--- src/rtl/prog_loader_pkg.sv ---
// prog_loader_pkg: shared constants for the boot loader slice.
//   AW        - memory address / data width
//   S_*       - 3-bit loader FSM state encodings (IDLE must stay zero)
//   BYTE_HI/LO- stream byte order: high byte of each 16-bit field first
package prog_loader_pkg;
    localparam int unsigned AW = 16;
    localparam logic [2:0] S_IDLE   = 3'd0;
    localparam logic [2:0] S_LEN_HI = 3'd1;
    localparam logic [2:0] S_LEN_LO = 3'd2;
    localparam logic [2:0] S_DAT_HI = 3'd3;
    localparam logic [2:0] S_DAT_LO = 3'd4;
    localparam logic [2:0] S_WRITE  = 3'd5;
    localparam logic [2:0] S_RUN    = 3'd6;
    localparam logic [2:0] S_ERROR  = 3'd7;
    localparam int unsigned BYTE_HI = 0;
    localparam int unsigned BYTE_LO = 1;
endpackage

--- src/rtl/prog_loader_mem_port_mux.sv ---
// mem_port_mux: selects who drives the single memory port.
//   owner_cpu - 1: processor drives mem_*, 0: loader drives mem_*
//   ld_*      - loader write enable / address / data
//   cpu_*     - processor write enable / address / data
//   mem_*     - memory port write enable / address / data
module mem_port_mux
    import prog_loader_pkg::*;
(
    input  logic          owner_cpu,
    input  logic          ld_we,
    input  logic [AW-1:0] ld_addr,
    input  logic [AW-1:0] ld_din,
    input  logic          cpu_we,
    input  logic [AW-1:0] cpu_addr,
    input  logic [AW-1:0] cpu_din,
    output logic          mem_we,
    output logic [AW-1:0] mem_addr,
    output logic [AW-1:0] mem_din
);
    assign mem_we   = owner_cpu ? cpu_we   : ld_we;
    assign mem_addr = owner_cpu ? cpu_addr : ld_addr;
    assign mem_din  = owner_cpu ? cpu_din  : ld_din;
endmodule

--- src/rtl/prog_loader.sv ---
// prog_loader: boot-time program loader and memory-port owner.
//   clk, reset (sync, active-low), start (reload pulse)
//   byte_in/byte_valid/byte_ready - length-prefixed big-endian byte stream
//   cpu_mw_en/cpu_Address/cpu_D_out - processor memory port, passed through in RUN
//   mem_we/mem_addr/mem_din - memory port
//   cpu_reset, busy, done, err, words_loaded - status
module prog_loader
    import prog_loader_pkg::*;
#(
    parameter logic [15:0] LOAD_BASE = 16'h0000,
    parameter int unsigned MAX_WORDS = 256
) (
    input  logic        clk,
    input  logic        reset,
    input  logic        start,
    input  logic [7:0]  byte_in,
    input  logic        byte_valid,
    output logic        byte_ready,
    input  logic        cpu_mw_en,
    input  logic [15:0] cpu_Address,
    input  logic [15:0] cpu_D_out,
    output logic        mem_we,
    output logic [15:0] mem_addr,
    output logic [15:0] mem_din,
    output logic        cpu_reset,
    output logic        busy,
    output logic        done,
    output logic        err,
    output logic [15:0] words_loaded
);
    logic [2:0]  state_q, state_d;
    logic [15:0] count_q, count_d, idx_q, idx_d, word_q, word_d, words_q, words_d;
    logic        xfer;

    assign byte_ready   = state_q inside {S_LEN_HI, S_LEN_LO, S_DAT_HI, S_DAT_LO};
    assign busy         = byte_ready | (state_q == S_WRITE);
    assign done         = state_q == S_RUN;
    assign err          = state_q == S_ERROR;
    assign cpu_reset    = !done;
    assign words_loaded = words_q;
    assign xfer         = byte_valid & byte_ready;

    always_comb begin
        state_d = state_q;
        count_d = count_q;
        idx_d   = idx_q;
        word_d  = word_q;
        words_d = words_q;
        case (state_q)
            S_IDLE, S_RUN, S_ERROR: if (start) begin
                state_d = S_LEN_HI;
                words_d = '0;
            end
            S_LEN_HI: if (xfer) begin
                count_d[15:8] = byte_in;
                state_d       = S_LEN_LO;
            end
            S_LEN_LO: if (xfer) begin
                count_d[7:0] = byte_in;
                idx_d        = '0;
                state_d      = (count_d == 16'd0) ? S_RUN :
                               (32'(count_d) > MAX_WORDS) ? S_ERROR : S_DAT_HI;
            end
            S_DAT_HI: if (xfer) begin
                word_d[15:8] = byte_in;
                state_d      = S_DAT_LO;
            end
            S_DAT_LO: if (xfer) begin
                word_d[7:0] = byte_in;
                state_d     = S_WRITE;
            end
            S_WRITE: begin
                idx_d   = idx_q + 16'd1;
                words_d = words_q + 16'd1;
                state_d = (idx_d == count_q) ? S_RUN : S_DAT_HI;
            end
            default: state_d = S_IDLE;
        endcase
    end

    always_ff @(posedge clk) begin
        if (!reset) begin
            state_q <= S_IDLE;
            count_q <= '0;
            idx_q   <= '0;
            word_q  <= '0;
            words_q <= '0;
        end else begin
            state_q <= state_d;
            count_q <= count_d;
            idx_q   <= idx_d;
            word_q  <= word_d;
            words_q <= words_d;
        end
    end

    // Address arithmetic wraps modulo 2^16 by width truncation.
    mem_port_mux u_mux (
        .owner_cpu (done),
        .ld_we     (state_q == S_WRITE),
        .ld_addr   (LOAD_BASE + idx_q),
        .ld_din    (word_q),
        .cpu_we    (cpu_mw_en),
        .cpu_addr  (cpu_Address),
        .cpu_din   (cpu_D_out),
        .mem_we    (mem_we),
        .mem_addr  (mem_addr),
        .mem_din   (mem_din)
    );
endmodule
--- config.mk ---
export PLATFORM = sky130hd
export DESIGN_NAME = prog_loader
export DESIGN_NICKNAME = d
export VERILOG_FILES = /design/src/rtl/prog_loader_pkg.sv /design/src/rtl/prog_loader_mem_port_mux.sv /design/src/rtl/prog_loader.sv
export SDC_FILE = /design/constraint.sdc
export NUM_CORES = 1
export LEC_CHECK = 0
export CAP_MARGIN = 0
export CORE_UTILIZATION = 45
export DETAILED_ROUTE_END_ITERATION = 6
export PLACE_DENSITY = 0.78
export SLEW_MARGIN = 5
export SYNTH_ARGS = -nofsm -noshare
export SYNTH_HDL_FRONTEND = slang
export SYNTH_HIERARCHICAL = 1
export SYNTH_SLANG_ARGS = --single-unit
--- constraint.sdc ---
create_clock -name clk -period 2.56 [get_ports clk]
set_clock_uncertainty 0.15 [all_clocks]
set_input_delay 0.512 -clock clk [delete_from_list [all_inputs] [get_ports clk]]
set_output_delay 0.512 -clock clk [all_outputs]
set_load 0.05 [all_outputs]
Yosys cells after proc, flatten, opt, wreduce, memory -nomap -nowiden. Cells that the tools add are included.

Bits in registers: 67. Word-level logic and storage cells: 55. Output and inout port bits: 54. Input bits: 45.

Muxes and demuxes: 16. Equal/unequal tests: 13. Bitwise gates (word level): 2. Add/subtract/negate cells: 2. Order comparisons: 1. Reductions and logical operators: 14.

Operators with widths (number): $mux W16 (4); $pmux W16 S2 (2); $add A16 B1 Y16 const B (2); $mux W3 (8); $pmux W3 S6 (1); $eq A16 B16 Y1 (1); $gt A16 B9 Y1 const B (1); $logic_not A16 Y1 (1); $eq A3 B3 Y1 const B (4); $reduce_and A2 Y1 (6); $ne A2 B2 Y1 const B (5); $eq A3 B2 Y1 const B (2); $reduce_and A5 Y1 (1); $reduce_bool A2 Y1 (2); $reduce_bool A4 Y1 (1); $eq A3 B1 Y1 const B (1); $logic_not A3 Y1 (1); $reduce_or A3 Y1 (1); $and A1 B1 Y1 (1); $logic_not A1 Y1 (1); $mux W1 (1); $or A1 B1 Y1 (1).

Longest topological paths before layout.
Word-level depth: 5. Gate-level depth with buffers: 8. Depth with buffers taken out: 7.

By module. The synthesis kept the hierarchy.

Modules (own cells, without submodules): prog_loader (sequential area each 1341.3 um^2, instances 1, area an instance 3527.1 um^2, cells an instance 442); mem_port_mux (sequential area each 0.0 um^2, instances 1, area an instance 555.5 um^2, cells an instance 37).

Least setup slack after synthesis. Ideal clock, no wire load.

Path kind: register -> output. Start: reg state_q[2]. End: out mem_addr[0]. Arrival: 2.154 ns. Slack: -0.256 ns. Cell stages (with the launch flop): 7. Path buffers: 3. Required time: 1.898 ns. Cells stage by stage: dfxtp_1 -> clkbuf_1 -> nand2_1 -> inv_1 -> buf_6 -> buf_12 -> mux2_4.

Longest elaborated chain between the ends: 2.

Ends and longest elaborated chain: start: declaration (line prog_loader.sv:31) `logic [2:0] state_q, state_d;`; start signal: assignment (line prog_loader.sv:89) `state_q <= state_d;`; $eq A3 B3 Y1 (line prog_loader.sv:37) `assign done = state_q == S_RUN;`; net done (line prog_loader.sv:27) `output logic done,`; $mux W16 (line prog_loader_mem_port_mux.sv:21) `assign mem_addr = owner_cpu ? cpu_addr : ld_addr;`; end: declaration (line prog_loader.sv:23) `output logic [15:0] mem_addr,`.

The timed path passes the listed nets, and every way through them passes these cells.

Worst setup path after layout.
Start: reg state_q[1]. End: out mem_din[3].

Longest elaborated chain between the ends: 2.

Ends and longest elaborated chain: $eq A3 B3 Y1 (line prog_loader.sv:37); $mux W16 (line prog_loader_mem_port_mux.sv:22) `assign mem_din = owner_cpu ? cpu_din : ld_din;`; end: declaration (line prog_loader.sv:24) `output logic [15:0] mem_din,`.

Every way passes these cells.

==> results.cfg <==
[pwr]
ir_worst_vdd_mv = 0.314
p_leak_nw = 2.22
power_w = 0.00251
power_density_nw_per_um2 = 446

[finish]
layout-drive-gt1-share_pct = 22.9
multiInputGateArea_um2 = 2580
antennaDiodeCount = 0
n_fill_cell = 733
syn_to_final_growth_pct = 38.0
nNetsFinal = 639
utilization_pct = 64.3
register_area_um2 = 1340

[global_route]
top_usage_layer = met2
use_met2_pct = 40.6
grt_pass1_wl_um = 17900
grtUsageTotal_pct = 23.3
grt_use_met1_pct = 28.1
grt_max_degree = 38
overflow = 0
met3_usage_pct = 5.32
grt_pass1_vias = 3665
antenna_found_initial = 0

[routing]
post_drt_wl_per_cell_um = 16.1
vias = 3835
drc = 0
finalWirelength_um = 11300
vias_per_cell = 5.44
ant_nets = 0
drt-pass1-iter-count = 4
drtIter0Drc = 241

[timing]
setup_viol = 0
period_needed_ps = 2530
whs_ps = 324
clock.fmax_mhz = 396
fin_crit_sh_pct = 98.7
maxSlewViolCount = 0
setup-tns-final_ps = 0
worst_slew_margin_rel_pct = 58.3
timing_worst_slew_pin_value_ps = 623
finalHoldViolations = 0

[hold_path]
hold_path.class = flip-flop to flip-flop

[synthesis]
post_synth_num_cell_types = 46
yosys_register_bits = 67
yosys.area_share.simple_pct = 25.6
yosysWarnings = 6
synth_adder_area_share_pct = 0.613
synthesis.nets = 526
ys_seq_area_share_pct = 32.9
synth_area_leaders = dfxtp_1, mux2_4, nand2_1, a21boi_0, xnor2_1
synth_compound_area_share_pct = 15.1
synth_area_per_cell_um2 = 8.52
yosysTopAreaCell = dfxtp_1
synth_mux_area_share_pct = 15.1
synth_area_um2 = 4080
netlist_top_cells_count = nand2_1, dfxtp_1, a21boi_0, mux2_4, clkbuf_1
synth_top_family_by_area = simple AND/OR/NAND/NOR gates
synth.most_common_cell = nand2_1
synth_flop_cell = dfxtp_1
syn_inst = 479
synth_top_area_share_pct = 32.9
synth-edff-count = 0
synthXorXnorAreaFrac_pct = 6.01
synth_async_sr_flop_share_pct = 0

[worst_setup_path]
cp-start-kind = flip-flop
arrival_ps = 1860
crit_chain = nor2b_4 -> nand2_2 -> clkinvlp_4 -> clkbuf_16 -> mux2_4 -> buf_4
critical-path-top-delay-family = buffers and inverters
worst-path-max-fanout = 8
r2r_slack_ps = 120
max_stage_delay_ps = 320
critPathCaptureType = primary output
cp_slowest_cell = dfxtp_1
crit_type = flip-flop to primary output
worstPathRequired_ps = 1900
critical_path_buf_inv_count = 3

[job]
max_cap_viol_count = 0

[clock_tree]
clkLatencyLatePin_ps = 340
cts_tree = built
cts_buffer_depth = 2
htree_levels = 3
numCtsBuffers = 9
path_clk_slew_ps = 70
clock_sinks = 67
cts-root-buf = clkbuf_8

[placed_design]
place.gp.congestion = 0.838
numPortBuffers = 98
hpwl_um = 7920

[die]
die_area_um2 = 9460
initial_core_util_pct = 46.6
coreArea_um2 = 8760
die_h_um = 97.3
die_x_um = 97.3
io_pins = 99
fp-row-count = 34

[run_status]
status = complete, no violations
worst paths after layout:
check	depth (start not counted)	endpoint	from
max	6	mem_din[3]	state_q[1]
min	2	word_q[10]	word_q[10]
max reg2reg	6	state_q[0]	count_q[11]
min reg2reg	2	word_q[10]	word_q[10]
cell type report:
cell class / instances / area share (%)
well taps: 108 / 2.40
multi-input cells: 375 / 45.8
clock buffers: 10 / 2.44
inverters: 4 / 0.333
clock inverters: 6 / 1.98
flip-flops and latches: 67 / 23.8
repair buffers: 135 / 23.2
repair_timing:
action / 4_1_cts / 5_1_grt
cloned: 1 / 1
hold buffers: 0 / 0
resized for setup: 3 / 22
endpoints found under the setup margin: 33 / 31
pin swaps: 0 / 0
buffers inserted: 0 / 2
stage by stage:
stage / cells / setup WS, ps / area (µm²)
after CTS: 702 / 3.95 / 5510
after detailed placement: 685 / -60.4 / 5220
final: 705 / 34.2 / 5630
after global placement: 685 / 4.30 / 5220
after floorplan: 479 / 32.7 / 4090
after global routing: 705 / -27.1 / 5630
power by group:
part / total, W / switching [W] / internal (W)
combinational: 0.000341 / 0.000173 / 0.000168
clock: 0.00110 / 0.000422 / 0.000675
sequential: 0.00107 / 0.0000150 / 0.00106
total: 0.00251 / 0.000610 / 0.00190
cells in the final DEF, fill, tap and decap left out, types with 3 or more instances in the layout:
cell / count
nor2_1: 23
or3_1: 8
mux2_4: 30
a21boi_0: 30
and2_1: 10
nand4_1: 7
xnor2_1: 19
clkdlybuf4s50_1: 60
a21oi_1: 17
dfxtp_1: 66
nand2b_1: 5
buf_12: 3
nand3b_1: 5
mux2_2: 4
nor3_1: 6
o21ai_0: 24
mux2i_1: 12
nand3_1: 18
nand2_1: 80
xor2_1: 9
bufinv_16: 3
o211a_1: 3
nor2b_1: 18
a22oi_1: 3
buf_6: 18
buf_4: 52
clkbuf_8: 10
o21a_1: 3
and3_1: 10
nor4_1: 5
registers in the layout, summed over array words and instances, names as in the netlist:
| signal | cells |
|---|---|
| state_q | 3 |
| count_q | 16 |
| idx_q | 16 |
| word_q | 16 |
| words_loaded | 16 |
routing by layer:
layer | part of all wire [%] | up-vias
met5 | 0 | -
met4 | 2.0 | 0
met3 | 6.4 | 21
met2 | 50 | 119
met1 | 42 | 1801
li1 | - | 1894
cell families (layout without fill, tap and decap cells):
kind of cell | after synthesis | count (layout)
compound gates | 91 | 91
xor+xnor | 28 | 28
fa+ha+maj | 2 | 2
buf+inv | 37 | 155
flops | 67 | 67
mux | 46 | 46
simple gates | 208 | 208
tightest hold or removal path, cell delays in order (launching register included):
cell,delay [ps]
dfxtp_1,320
nand2_1,50
a21boi_0,70
Power figures use the tool's default switching activity.
